$ cat config.mk
export PLATFORM = sky130hd
export DESIGN_NAME = lcd_line_formatter
export DESIGN_NICKNAME = d
export VERILOG_FILES = /design/src/rtl/lcd_fmt_pkg.sv /design/src/rtl/lcd_digit_enc.sv /design/src/rtl/lcd_line_formatter.sv
export SDC_FILE = /design/constraint.sdc
export NUM_CORES = 1
export LEC_CHECK = 0
export BUFFER_PORTS_ARGS = -buffer_cell sky130_fd_sc_hd__clkbuf_2
export CORE_MARGIN = 2
export CORE_UTILIZATION = 62
export DETAILED_ROUTE_END_ITERATION = 12
export PLACE_DENSITY_LB_ADDON = 0.3
export SKIP_LAST_GASP = 1
export SLEW_MARGIN = 20
export SYNTH_ARGS = -nofsm -noshare
export SYNTH_HDL_FRONTEND = slang
export SYNTH_SLANG_ARGS = --single-unit
$ cat constraint.sdc
create_clock -name clk -period 9.7 [get_ports clk]
set_input_delay 1.455 -clock clk [delete_from_list [all_inputs] [get_ports clk]]
set_output_delay 1.455 -clock clk [all_outputs]
set_load 0.02 [all_outputs]
$ cat src/rtl/lcd_fmt_pkg.sv
// Shared types and constants for the LCD line formatter.
// Hex digit display is selected at build time with LCD_FMT_HEX_EN.
package lcd_fmt_pkg;

    localparam int unsigned LINE_CHARS = 16;
    localparam int unsigned LINE_BITS  = LINE_CHARS * 8;
    localparam int unsigned BUF_CHARS  = 2 * LINE_CHARS;
    localparam int unsigned BUF_BITS   = BUF_CHARS * 8;
    localparam int unsigned FIELD_W    = 16;

    typedef enum logic [1:0] {
        ST_IDLE,
        ST_SNAP,
        ST_FMT,
        ST_PUB
    } state_e;

    localparam logic [7:0] CH_SPACE = 8'h20;
    localparam logic [7:0] CH_ZERO  = 8'h30;
    localparam logic [7:0] CH_A_UP  = 8'h41;
    localparam logic [7:0] CH_W     = 8'h57;
    localparam logic [7:0] CH_B     = 8'h42;

    localparam logic [LINE_BITS-1:0] BANNER_L1 = "ACCEPTING       ";
    localparam logic [LINE_BITS-1:0] BANNER_L2 = "  INPUT         ";

    // Character at column col of the banner line (col 0 is the leftmost).
    function automatic logic [7:0] banner_char(input logic line2, input logic [3:0] col);
        logic [LINE_BITS-1:0] s;
        s = line2 ? BANNER_L2 : BANNER_L1;
        s = s << {col, 3'b000};
        return s[LINE_BITS-1 -: 8];
    endfunction

endpackage

$ cat src/rtl/lcd_digit_enc.sv
// Maps one digit position of a value field to its ASCII character (space past the field end).
module lcd_digit_enc
    import lcd_fmt_pkg::*;
(
    input  logic [FIELD_W-1:0] value_i,
    input  logic [4:0]         pos_i,
    input  logic [4:0]         width_i,
    input  logic               hex_i,
    output logic [7:0]         char_c
);

    logic [4:0] ndig;
    logic [3:0] sel;
    logic [3:0] nib;

    always_comb begin
        ndig = hex_i ? 5'((width_i + 5'd3) >> 2) : width_i;
        // Digit position counts from the MSB; sel is the digit index from the LSB.
        sel  = 4'(ndig - 5'd1 - pos_i);
        nib  = value_i[{sel[1:0], 2'b00} +: 4];
        char_c = CH_SPACE;
        if (pos_i < ndig) begin
            if (hex_i) begin
                char_c = (nib < 4'd10) ? (CH_ZERO + 8'(nib)) : (CH_A_UP + 8'(nib) - 8'd10);
            end else begin
                char_c = CH_ZERO + 8'(value_i[sel]);
            end
        end
    end

endmodule

$ cat src/rtl/lcd_line_formatter.sv
// Snapshots register-file traffic and formats it into two 16-char LCD lines, one char per cycle.
// Define LCD_FMT_HEX_EN for uppercase hex fields instead of binary.
module lcd_line_formatter
    import lcd_fmt_pkg::*;
#(
    parameter int unsigned DATA_W = 16,
    parameter int unsigned ADDR_W = 5
) (
    input  logic                 clk,
    input  logic                 rst_n,
    input  logic [1:0]           mode,
    input  logic [ADDR_W-1:0]    wa,
    input  logic [ADDR_W-1:0]    raA,
    input  logic [DATA_W-1:0]    wd,
    input  logic [DATA_W-1:0]    rdA,
    input  logic [DATA_W-1:0]    rdB,
    output logic [LINE_BITS-1:0] line1,
    output logic [LINE_BITS-1:0] line2,
    output logic                 lines_valid,
    input  logic                 lines_ready,
    output logic                 busy
);

`ifdef LCD_FMT_HEX_EN
    localparam logic HEX_SEL = 1'b1;
`else
    localparam logic HEX_SEL = 1'b0;
`endif
    localparam logic [4:0] DW5 = 5'(DATA_W);
    localparam logic [4:0] AW5 = 5'(ADDR_W);

    state_e state_q, state_d;
    logic   valid_d, busy_d;
    logic   valid_q, busy_q, force_q;

    logic [1:0]          mode_q;
    logic [ADDR_W-1:0]   wa_q, ra_q;
    logic [DATA_W-1:0]   wd_q, rda_q, rdb_q;
    logic [4:0]          idx_q;
    logic [BUF_BITS-1:0] buf_q;
    logic [LINE_BITS-1:0] line1_q, line2_q;

    logic               diff_c;
    logic [3:0]         col;
    logic               on_line2;
    logic               use_enc;
    logic [7:0]         pfx;
    logic [7:0]         enc_char;
    logic [7:0]         ch_c;
    logic [FIELD_W-1:0] enc_val;
    logic [4:0]         enc_pos;
    logic [4:0]         enc_w;

    assign diff_c   = {mode, wa, raA, wd, rdA, rdB} != {mode_q, wa_q, ra_q, wd_q, rda_q, rdb_q};
    assign col      = idx_q[3:0];
    assign on_line2 = idx_q[4];

    // Next state and handshake flags.
    always_comb begin
        state_d = state_q;
        valid_d = valid_q;
        case (state_q)
            ST_IDLE: if (force_q || diff_c) state_d = ST_SNAP;
            ST_SNAP: state_d = ST_FMT;
            ST_FMT:  if (idx_q == 5'd31) state_d = ST_PUB;
            ST_PUB: begin
                if (!valid_q) begin
                    valid_d = 1'b1;
                end else if (lines_ready) begin
                    valid_d = 1'b0;
                    state_d = ST_IDLE;
                end
            end
            default: state_d = ST_IDLE;
        endcase
        busy_d = (state_d != ST_IDLE);
    end

    // Character for the current buffer index, built from the snapshot.
    always_comb begin
        use_enc = 1'b0;
        pfx     = CH_SPACE;
        enc_val = '0;
        enc_pos = 5'(col);
        enc_w   = DW5;
        case (mode_q)
            2'd0: pfx = banner_char(on_line2, col);
            2'd1, 2'd2: begin
                if (on_line2) begin
                    use_enc = 1'b1;
                    enc_val = (mode_q == 2'd1) ? FIELD_W'(wd_q) : FIELD_W'(rda_q);
                end else if (col < 4'd2) begin
                    if (col == 4'd0) pfx = (mode_q == 2'd1) ? CH_W : CH_A_UP;
                end else begin
                    use_enc = 1'b1;
                    enc_val = (mode_q == 2'd1) ? FIELD_W'(wa_q) : FIELD_W'(ra_q);
                    enc_pos = 5'(col) - 5'd2;
                    enc_w   = AW5;
                end
            end
            default: begin
                if (HEX_SEL && col < 4'd2) begin
                    if (col == 4'd0) pfx = on_line2 ? CH_B : CH_A_UP;
                end else begin
                    use_enc = 1'b1;
                    enc_val = on_line2 ? FIELD_W'(rdb_q) : FIELD_W'(rda_q);
                    enc_pos = HEX_SEL ? (5'(col) - 5'd2) : 5'(col);
                end
            end
        endcase
        ch_c = use_enc ? enc_char : pfx;
    end

    lcd_digit_enc u_enc (
        .value_i (enc_val),
        .pos_i   (enc_pos),
        .width_i (enc_w),
        .hex_i   (HEX_SEL),
        .char_c  (enc_char)
    );

    always_ff @(posedge clk or negedge rst_n) begin
        if (!rst_n) state_q <= ST_IDLE;
        else        state_q <= state_d;
    end

    // Snapshot, working buffer and published lines.
    always_ff @(posedge clk or negedge rst_n) begin
        if (!rst_n) begin
            valid_q <= 1'b0;
            busy_q  <= 1'b0;
            force_q <= 1'b1;
            mode_q  <= '0;
            wa_q    <= '0;
            ra_q    <= '0;
            wd_q    <= '0;
            rda_q   <= '0;
            rdb_q   <= '0;
            idx_q   <= '0;
            buf_q   <= {BUF_CHARS{CH_SPACE}};
            line1_q <= {LINE_CHARS{CH_SPACE}};
            line2_q <= {LINE_CHARS{CH_SPACE}};
        end else begin
            valid_q <= valid_d;
            busy_q  <= busy_d;
            if (state_q == ST_SNAP) begin
                mode_q  <= mode;
                wa_q    <= wa;
                ra_q    <= raA;
                wd_q    <= wd;
                rda_q   <= rdA;
                rdb_q   <= rdB;
                force_q <= 1'b0;
                idx_q   <= '0;
            end
            if (state_q == ST_FMT) begin
                // Char 0 sits at the top of the buffer; ~idx equals 31 - idx.
                buf_q[{~idx_q, 3'b000} +: 8] <= ch_c;
                idx_q <= idx_q + 5'd1;
            end
            if (state_q == ST_PUB && !valid_q) begin
                line1_q <= buf_q[BUF_BITS-1 -: LINE_BITS];
                line2_q <= buf_q[LINE_BITS-1:0];
            end
        end
    end

    assign line1       = line1_q;
    assign line2       = line2_q;
    assign lines_valid = valid_q;
    assign busy        = busy_q;

endmodule

==> results by group, run 1 <==
Global route
  • Largest net degree at the start of global routing: 160
  • Vias in the first global route: 14,840
  • Tot GR Track Use: 0.2949
  • Initial antenna violation count: 0
  • First-pass GRT wire length: 83,590 um
  • Total gr overflow: 0

Setup path
  • R2R Setup Slk: 4.93 ns
  • Critical Path AT: 5.19 ns
  • R2r worst-path depth: 13
  • R2R Path End: buf_q[56]
  • CP top delay family: buffers and inverters
  • CP Launch Type: flop
  • Buf+Inv Stages, Crit Path: 3
  • Slowest stage delay, CP: 0.73 ns
  • Critical path depth: 13
  • Worst EP required: 10.12 ns
  • Cell breakdown of the critical path: clkinv_1, ha_1, and2b_1, nor2_1, ha_1, clkinv_1, a221o_1, nand4_1, nand3_1, a221o_1, a41oi_4, buf_4, o31ai_1
  • Critical path endpoint category: flop
  • CP max FO: 32
  • Crit path kind: reg -> reg
  • Worst path slowest cell: dfrtp_1
  • R2r startpoint: idx_q[2]

Timing
  • Setup tns final: 0 ns
  • Tcrit/Tclk final: 0.4920
  • RSZ-0062 raised after global routing: false
  • Relative slew slack: 0.1907
  • Hold slack: 0.4700 ns
  • F_max: 0.2095 GHz
  • Minimum clock period: 4.773 ns
  • Post-layout worst setup margin: 4.927 ns
  • Final Max Tran Viols: 0
  • Setup Viol. Count Final: 0
  • Worst-margin pin slew: 1.210 ns
  • Hold Fails Final Rpt: 0
  • Clock skew: 0.02949 ns

Synthesis
  • Post-synth top cells: 453 x dfrtp_1, 284 x mux2_2, 260 x nand2_1
  • Seq cells post-synth: 518
  • EDFF count, synth: 0
  • Top-area cell type share of the netlist area: 0.5186
  • Count leader, synth: dfrtp_1
  • Synth top area cells: dfrtp_1 52%, mux2_2 15%, dfstp_2 7.8%
  • Area leader, netlist: dfrtp_1
  • Mapped Area: 21,860 um2
  • Syn avg cell area: 12.29 um2
  • Distinct cells, synth: 65
  • Register area share after synthesis: 0.5968
  • Synth Instances: 1,778
  • YS warnings: 0
  • Main synth FF type: dfrtp_1
  • Post-synth ARST share: 1.000

Pwr
  • Internal: 0.004111 W
  • VDD IR-drop max: 0.1844 mV
  • Power per cell area: 243.3 nW/um2
  • Combinational power share: 0.252
  • Clk pwr share: 0.338
  • Pleak: 12.28 nW
  • Net switching power: 0.002035 W
  • Sequential share of power: 0.410
  • Switching part of the total power: 0.3311

Drt
  • Routed len/inst: 21.47 um
  • Via count: 14,948
  • Pre-antenna DRT Iters: 5
  • DRC errors left: 0
  • Drt first-iter violations: 1,089
  • Vias per cell: 5.936
  • Total Wirelength: 54,050 um
  • Antenna Nets Post-Route: 0

Final layout
  • # diodes: 0
  • Share of layout cells above drive strength 1: 0.3713
  • Layout Nets: 2,108
  • Synth-to-layout area growth: 15.58%

Hold path
  • Hold Crit Endpoint: buf_q[212]
  • Hold Crit Depth: 2
  • Hold Crit Class: reg -> reg
  • Hold path start: buf_q[212]

Placed design
  • Routability Congestion: 0.8569
  • Pre-CTS setup slack: 4.976 ns
  • Port Buffers: 288
  • Dpl hpwl: 35,110 um

CTS
  • CTS Sinks: 518
  • Worst-skew pair later-pin latency: 0.58 ns
  • Total CTS buffers: 51
  • Post-CTS Repair Setup Buffers: 0
  • CTS tree: yes
  • Clock slew at reported path FFs: 0.06 ns
  • H-Tree Depth: 2
  • Gates resized, CTS repair: 0
  • Clock Path Buffers: 3
  • CTS root buf: clkbuf_16
  • CTS Hold Bufs: 0

Floorplanning
  • Initial Utilization: 0.6312
  • IO Pins: 321
  • Total die area: 36,770 um2
  • Row cnt: 68
  • Die Height: 191.8 um
  • Core area: 34,630 um2
  • Chip width: 191.8 um

Flow run
  • Max cap viols: 0

Run status
  • Status: finished clean
==> sequential cells by signal, indices dropped and copies added (netlist names), 2 cells and up <==
name     count
state_q      2
ra_q         5
idx_q        5
buf_q      224
rda_q       16
line2      112
mode_q       2
line1      112
wd_q        16
wa_q         5
rdb_q       16
==> area by class of cell <==
type,instances,area [um2]
well taps,455,569.3
repair buffers,301,1598
clock buffers,79,1523
clock inverters,17,257.7
multi-input cells,1115,8147
fillers,2341,9366
inverters,33,123.9
flip-flops and latches,518,13040
==> power groups by stage <==
stage | combinational, W | clock, W | sequential (W)
2_1_floorplan | 0.00109 | 0 | 0.00250
3_3_place_gp | 0.00149 | 0 | 0.00254
3_5_place_dp | 0.00152 | 0 | 0.00255
4_1_cts | 0.00154 | 0.00209 | 0.00251
5_1_grt | 0.00166 | 0.00219 | 0.00253
6_report | 0.00155 | 0.00208 | 0.00252
==> stage by stage <==
step	cell area [um2]	std cells	power, W	util
2_1_floorplan	21970	1809	0.003591	-
3_3_place_gp	23450	2421	0.004030	0.6772
3_5_place_dp	23450	2421	0.004075	0.6772
4_1_cts	25230	2517	0.006142	0.7286
5_1_grt	25260	2518	0.006381	0.7295
6_report	25260	2518	0.006146	0.7295
==> worst max-delay path by stage <==
stage	from	to
floorplan	idx_q[1]	buf_q[168]
global placement	idx_q[2]	buf_q[144]
detailed placement	idx_q[2]	buf_q[240]
CTS	idx_q[2]	buf_q[56]
global route	idx_q[2]	buf_q[48]
finish	idx_q[2]	buf_q[56]
==> worst register-to-register path: stages (launching register included) <==
cell and delay, ns:
dfrtp_1 0.73, clkinv_1 0.39, ha_1 0.32, and2b_1 0.25, nor2_1 0.23, ha_1 0.54
clkinv_1 0.43, a221o_1 0.36, nand4_1 0.10, nand3_1 0.09, a221o_1 0.36, a41oi_4 0.21
buf_4 0.46, o31ai_1 0.18
==> cell usage in the layout, fill, tap and decap left out, drive strengths merged, types with 5 or more instances in the layout <==
master	instances
nor3	6
nand2	260
xor2	40
and2	19
dfrtp	453
mux2i	10
nor4	13
ha	25
mux2	285
bufinv	6
inv	32
buf	14
conb	32
o21ai	132
clkinv	12
a21oi	14
o41ai	9
a22o	5
nor2	20
xnor2	13
a221o	6
clkbuf	366
nand3	40
or2	11
o2bb2ai	5
o22ai	8
o31ai	102
nand2b	10
nor2b	6
nand4	7
dfstp	65
==> logic make-up (layout without fill, tap and decap cells) <==
logic type                 after synthesis  after routing  share of synthesized area
xor gates and xnor gates                53             53                    0.02124
buffers and inverters                  176            430                    0.03835
and+or+nand+nor                        404            404                    0.08197
other                                    1             32                  0.0001716
muxes                                  298            298                     0.1547
AOI/OAI and AO/OA                      303            303                    0.09251
adders and majority gates               25             25                    0.01431
DFF                                    518            518                     0.5968
==> layer usage <==
| metal | GRT usage | vias up | routed length (um) |
|---|---|---|---|
| li1 | - | 6662 | - |
| met1 | 0.4025 | 7603 | 22040 |
| met2 | 0.4814 | 561 | 26530 |
| met3 | 0.04568 | 122 | 3442 |
| met4 | 0.1124 | 0 | 2037 |
| met5 | 0 | - | 0 |
No activity file was read; power rests on OpenSTA's default activity.
==> run 2: changes to the inputs <==
- CORE_UTILIZATION: 62 -> 57
- clock period: 9.7 -> 5 ns (I/O delays scaled with it)
==> run 2 against run 1 <==
Against the previous run: wire length is 2.9% lower; highest routed layer unchanged; die area grew 8.6%; critical endpoint is now buf_q[16]; worst hold slack got worse by 0.26 ns; sequential power grew 94%; register-to-register slack worse by 4.4 ns.
==> results by group, run 2 (synthesis gave the netlist of run 1 again) <==
Floorplanning
  • Initial Utilization: 0.5789 (-0.05227)
  • Row cnt: 71 (+4.4%)
  • Chip width: 199.8 um (+4.2%)
  • Total die area: 39,930 um2 (+8.6%)
  • IO Pins: 321 (unchanged)
  • Core area: 37,760 um2 (+9.0%)
  • Die Height: 199.8 um (+4.2%)

Final layout
  • Max FFs per register: 224 (unchanged)
  • Design Area, Final: 25,460 um2 (+0.79%)
  • Share of layout cells above drive strength 1: 0.3761 (+0.004843)
  • FILL cells: 2,749 (+17%)
  • # diodes: 0 (unchanged)
  • Synth-to-layout area growth: 16.49%
  • Layout Nets: 2,115 (+0.33%)
  • Most frequent cells in the layout: 453 x dfrtp_1, 287 x clkbuf_2, 284 x mux2_2
  • Final cell count without fillers: 2,582 (+2.5%)
  • Largest Register: buf_q
  • Leading cell type in the layout, fill and taps excluded: dfrtp_1

Global route
  • Vias in the first global route: 14,744 (-0.65%)
  • Initial antenna violation count: 0 (unchanged)
  • Tot GR Track Use: 0.2671 (-0.02788)
  • Largest net degree at the start of global routing: 135 (-16%)
  • First-pass GRT wire length: 81,950 um (-2.0%)
  • Total gr overflow: 0 (unchanged)

CTS
  • Post-CTS Repair Setup Buffers: 0 (unchanged)
  • CTS tree: yes
  • H-Tree Depth: 2 (unchanged)
  • Clock slew at reported path FFs: 0.07 ns (about the same)
  • Gates resized, CTS repair: 0 (unchanged)
  • CTS root buf: clkbuf_16
  • CTS Hold Bufs: 0 (unchanged)
  • Total CTS buffers: 52 (+2.0%)
  • CTS Sinks: 518 (unchanged)
  • Worst-skew pair later-pin latency: 0.59 ns (about the same)
  • Clock Path Buffers: 3 (unchanged)

Hold path
  • Hold Crit Class: in -> async

Setup path
  • Critical path endpoint category: flop
  • Cell breakdown of the critical path: clkinv_1, ha_1, and2b_1, nor2_1, ha_1, clkinv_1, a221o_1, nand4_1, nand3_1, a221o_1, a41oi_4, buf_12, o31ai_1
  • CP Launch Type: flop
  • CP max FO: 32 (unchanged)
  • Crit path kind: reg -> reg
  • Slowest stage delay, CP: 0.69 ns (-0.04 ns)
  • R2R Setup Slk: 0.48 ns (-4.44 ns)
  • Worst path slowest cell: dfrtp_1
  • Worst EP required: 5.44 ns (-4.68 ns)
  • Critical Path AT: 4.96 ns (-0.23 ns)

Drt
  • Pre-antenna DRT Iters: 5 (unchanged)
  • Routed len/inst: 20.34 um (-5.3%)
  • Total Wirelength: 52,510 um (-2.9%)
  • Drt first-iter violations: 835 (-23%)
  • Via count: 14,708 (-1.6%)
  • Vias per cell: 5.696 (-4.0%)
  • Antenna Nets Post-Route: 0 (unchanged)
  • DRC errors left: 0 (unchanged)

Run status
  • Status: finished clean

Placed design
  • Pre-CTS setup slack: 0.5371 ns (-4.439 ns)
  • Routability Congestion: 0.8692 (+1.4%)
  • Dpl hpwl: 35,620 um (+1.5%)
  • Placed Cells incl. Taps: 2,483 (+2.6%)
  • Port Buffers: 288 (unchanged)
  • DP Area: 23,590 um2 (+0.59%)

Flow run
  • Max cap viols: 0 (unchanged)

Pwr
  • Pleak: 12.34 nW (+0.49%)
  • Power per cell area: 475.5 nW/um2 (+95%)
  • VDD IR-drop max: 0.4098 mV (+120%)

Timing
  • Relative slew slack: 0.3436 (+0.1529)
  • Minimum clock period: 4.515 ns (-0.2573 ns)
  • Post-layout worst setup margin: 0.4846 ns (-4.443 ns)
  • Setup tns final: 0 ns (unchanged)
  • Tcrit/Tclk final: 0.9031 (+0.4111)
  • Clock skew: 0.01359 ns (-0.01590 ns)
  • Hold Fails Final Rpt: 0 (unchanged)
  • Setup Viol. Count Final: 0 (unchanged)
  • Worst-margin pin slew: 0.9826 ns (-0.2270 ns)
  • F_max: 0.2215 GHz (+5.7%)
  • RSZ-0062 raised after global routing: false
  • Final Max Tran Viols: 0 (unchanged)
[run 2: cell types whose count changed in the layout (fill, tap and decap cells not counted)]
cell	delta
inv_6	-1
buf_12	+2
nand2_2	-1
clkbuf_1	-5
nor2_1	-1
clkinvlp_4	+4
nor2_2	+1
clkinv_2	+2
clkbuf_16	+2
buf_4	+5
nand2_1	+1
buf_6	-1
[run 2: path summary, 6_finish.rpt]
| path | startpoint | to | depth (start not counted) |
|---|---|---|---|
| min reg2reg | buf_q[157] | buf_q[157] | 2 |
| min | rst_n | line1[20] | 1 |
| max | idx_q[2] | buf_q[16] | 13 |
| max reg2reg | idx_q[2] | buf_q[16] | 13 |
| min in group clk | rdA[10] | rda_q[10] | 2 |
| max in group asynchronous | rst_n | line2[126] | 2 |
[run 2: metrics by stage]
stage | hold WS, ns | util | power [W]
5_1_grt | 0.2705 | 0.6744 | 0.01261
2_1_floorplan | 0.4393 | - | 0.006967
3_3_place_gp | 0.4538 | 0.6248 | 0.007905
3_5_place_dp | 0.4616 | 0.6248 | 0.007972
4_1_cts | 0.2266 | 0.6736 | 0.01209
6_report | 0.2078 | 0.6744 | 0.01211
[run 2: cell type report]
type / instances / area [um2] / share of cell area
sequential: 518 / 13040 / 0.5123
multi-input combinational: 1115 / 8147 / 0.3200
inverter: 33 / 123.9 / 0.004865
clock buffer: 76 / 1554 / 0.06103
tap: 511 / 639.4 / 0.02511
timing repair buffer: 307 / 1664 / 0.06536
clock inverter: 22 / 289.0 / 0.01135
[run 2: report_power, final]
group          internal [W]  switching, W
clock network       0.00247       0.00165
logic               0.00113       0.00198
registers           0.00453      0.000351
[run 2: critical path, delay by kind of cell, from the launching register on]
kind,cells,cell delay [ns]
buffers and inverters,3,1.07
DFF,1,0.69
AOI/OAI and AO/OA,4,1.09
adders and majority gates,2,0.84
and+or+nand+nor,4,0.65
[run 2: per-layer routing]
layer	vias up	routed length [um]	global-route usage
met5	-	0	0
met4	0	1971	0.1092
met3	108	3027	0.04486
met2	484	25320	0.4344
met1	7419	22180	0.3603
li1	6697	-	-
==> run 3: changes to the inputs <==
- CORE_UTILIZATION: 57 -> 59
- CTS_BUF_LIST: not set -> sky130_fd_sc_hd__clkbuf_8
==> run 3 against run 2 <==
Against the previous run: via count increased by 1.2%; sequential share of layout area is 0.36 points higher; non-clock buffer count is 1 lower; fmax is 7.4% higher; cell count grew 0.50%; combinational power hardly changed; critical path type unchanged; largest power group unchanged.
==> results by group, run 3 (synthesis gave the netlist of run 1 again) <==
Run status
  • Status: finished clean

Floorplanning
  • IO Pins: 321 (unchanged)
  • Chip width: 196.5 um (-1.7%)
  • Initial Utilization: 0.5985 (+0.01954)
  • Core area: 36,520 um2 (-3.3%)
  • Row cnt: 70 (-1.4%)
  • Die Height: 196.5 um (-1.7%)
  • Total die area: 38,600 um2 (-3.3%)

Global route
  • Vias in the first global route: 14,933 (+1.3%)
  • Grt peak-use layer: met2
  • First-pass GRT wire length: 81,850 um (-0.13%)
  • Initial antenna violation count: 0 (unchanged)
  • Total gr overflow: 0 (unchanged)
  • Tot GR Track Use: 0.2739 (+0.006810)
  • Met2 usage: 0.4401 (+0.005697)
  • Largest net degree at the start of global routing: 160 (+19%)
  • Met1 Track Usage GR: 0.3750 (+0.01468)
  • GR met3 Demand/Resource: 0.04654 (+0.001685)

CTS
  • CTS tree: yes
  • Total CTS buffers: 84 (+62%)
  • CTS Sinks: 518 (unchanged)
  • Clock slew at reported path FFs: 0.07 ns (about the same)
  • Worst-skew pair later-pin latency: 0.63 ns (+0.04 ns)
  • Clock Path Buffers: 3 (unchanged)
  • H-Tree Depth: 3 (+1)
  • CTS root buf: clkbuf_8

Setup path
  • Buf+Inv Stages, Crit Path: 2 (-1)
  • Slowest stage delay, CP: 0.58 ns (-0.11 ns)
  • R2R Setup Slk: 0.80 ns (+0.31 ns)
  • Worst EP required: 5.47 ns (+0.03 ns)
  • Critical path endpoint category: flop
  • Crit path kind: reg -> reg
  • CP Launch Type: flop
  • Worst path slowest cell: dfrtp_1
  • Critical Path AT: 4.67 ns (-0.29 ns)
  • CP max FO: 32 (unchanged)
  • Cell breakdown of the critical path: inv_1, ha_1, and2b_1, nor2_1, ha_1, mux2_2, a221o_1, a21oi_1, a31oi_1, a221o_1, a41oi_4, buf_12, o31ai_1
  • CP top delay family: compound AO/OA/AOI/OAI gates

Flow run
  • Max cap viols: 0 (unchanged)

Timing
  • Tcrit/Tclk final: 0.8409 (-0.06215)
  • Minimum clock period: 4.205 ns (-0.3107 ns)
  • Final Max Tran Viols: 0 (unchanged)
  • Relative slew slack: 0.2721 (-0.07147)
  • RSZ-0062 raised after global routing: false
  • Setup Viol. Count Final: 0 (unchanged)
  • Setup tns final: 0 ns (unchanged)
  • Clock skew: 0.02758 ns (+0.01399 ns)
  • F_max: 0.2378 GHz (+7.4%)
  • Worst-margin pin slew: 1.088 ns (+0.1052 ns)
  • Hold Fails Final Rpt: 0 (unchanged)

Final layout
  • FILL cells: 2,610 (-5.1%)
  • Share of layout cells above drive strength 1: 0.3785 (+0.002321)
  • Layout Nets: 2,146 (+1.5%)
  • Most frequent cells in the layout: 453 x dfrtp_1, 287 x clkbuf_2, 284 x mux2_2
  • Design Area, Final: 25,280 um2 (-0.69%)
  • Max FFs per register: 224 (unchanged)
  • Leading cell type in the layout, fill and taps excluded: dfrtp_1
  • Largest Register: buf_q
  • # diodes: 0 (unchanged)
  • Synth-to-layout area growth: 15.68%

Placed design
  • Dpl hpwl: 35,270 um (-0.97%)
  • DP Area: 23,570 um2 (about the same)
  • Port Buffers: 288 (unchanged)
  • Routability Congestion: 0.8571 (-1.4%)

Drt
  • Vias per cell: 5.736 (+0.70%)
  • Routed len/inst: 20.16 um (-0.85%)
  • Drt first-iter violations: 986 (+18%)
  • DRC errors left: 0 (unchanged)
  • Pre-antenna DRT Iters: 5 (unchanged)
  • Via count: 14,885 (+1.2%)
  • Antenna Nets Post-Route: 0 (unchanged)
  • Total Wirelength: 52,320 um (-0.35%)

Pwr
  • VDD IR-drop max: 0.3468 mV (-15%)
  • Pleak: 12.47 nW (+1.0%)
  • Total power: 0.01160 W (-4.2%)
  • Power per cell area: 458.9 nW/um2 (-3.5%)

Hold path
  • Hold Crit Class: in -> reg
-- run 3: cell types whose count changed in the layout (fill, tap and decap cells not counted), sizes merged --
cell / before / now
bufinv: 6 / 2
buf: 20 / 18
dlygate4sd3: 0 / 1
inv: 31 / 68
clkbuf: 363 / 392
clkinvlp: 4 / 2
clkinv: 14 / 11
-- run 3: layout make-up --
type	instances	area (um2)	area share
clock buffers	105	1445	0.05716
clock inverters	50	257.7	0.01019
inverters	33	123.9	0.004899
multi-input cells	1115	8144	0.3221
flip-flops and latches	518	13040	0.5159
well taps	468	585.6	0.02316
repair buffers	306	1684	0.06661
-- run 3: power by group --
part / leakage, nW / total [W] / switching [W] / internal, W
logic: 4.59 / 0.00309 / 0.00196 / 0.00113
registers: 6.86 / 0.00489 / 0.000356 / 0.00453
clock network: 1.02 / 0.00362 / 0.00163 / 0.00199
-- run 3: layer usage --
layer / routed length, um / vias up
li1: - / 6783
met1: 22500 / 7504
met2: 25190 / 499
met3: 3013 / 99
met4: 1625 / 0
met5: 0 / -
-- run 3: worst paths after layout --
path                       startpoint    endpoint  depth (start not counted)
max                          idx_q[1]   buf_q[56]                         13
min                            rdB[7]    rdb_q[7]                          3
max reg2reg                  idx_q[1]   buf_q[56]                         13
min reg2reg                buf_q[221]  buf_q[221]                          2
max in group asynchronous       rst_n    line1[4]                          3
min in group asynchronous       rst_n   line2[17]                          2
-- run 3: per-stage QoR --
| step | util | cells | worst slack [ns] | hold slack [ns] |
|---|---|---|---|---|
| after floorplan | - | 1809 | 1.367 | 0.4393 |
| after global placement | 0.6446 | 2438 | 0.9853 | 0.4511 |
| final | 0.6923 | 2595 | 0.7953 | 0.3704 |
| after global routing | 0.6923 | 2595 | 0.5717 | 0.3485 |
| after CTS | 0.6923 | 2595 | 0.8450 | 0.3203 |
| after detailed placement | 0.6454 | 2439 | 0.8485 | 0.4620 |
-- run 3: worst min-delay path: stages --
cell and delay [ns]:
clkbuf_2 0.10, nand2_1 0.04, o21ai_0 0.06
-- run 3: timing repair --
item / in CTS / in global routing
hold endpoints to repair: 2 / 0
resized for setup: 0 / 0
hold buffers: 1 / 0
buffers inserted: 0 / 0
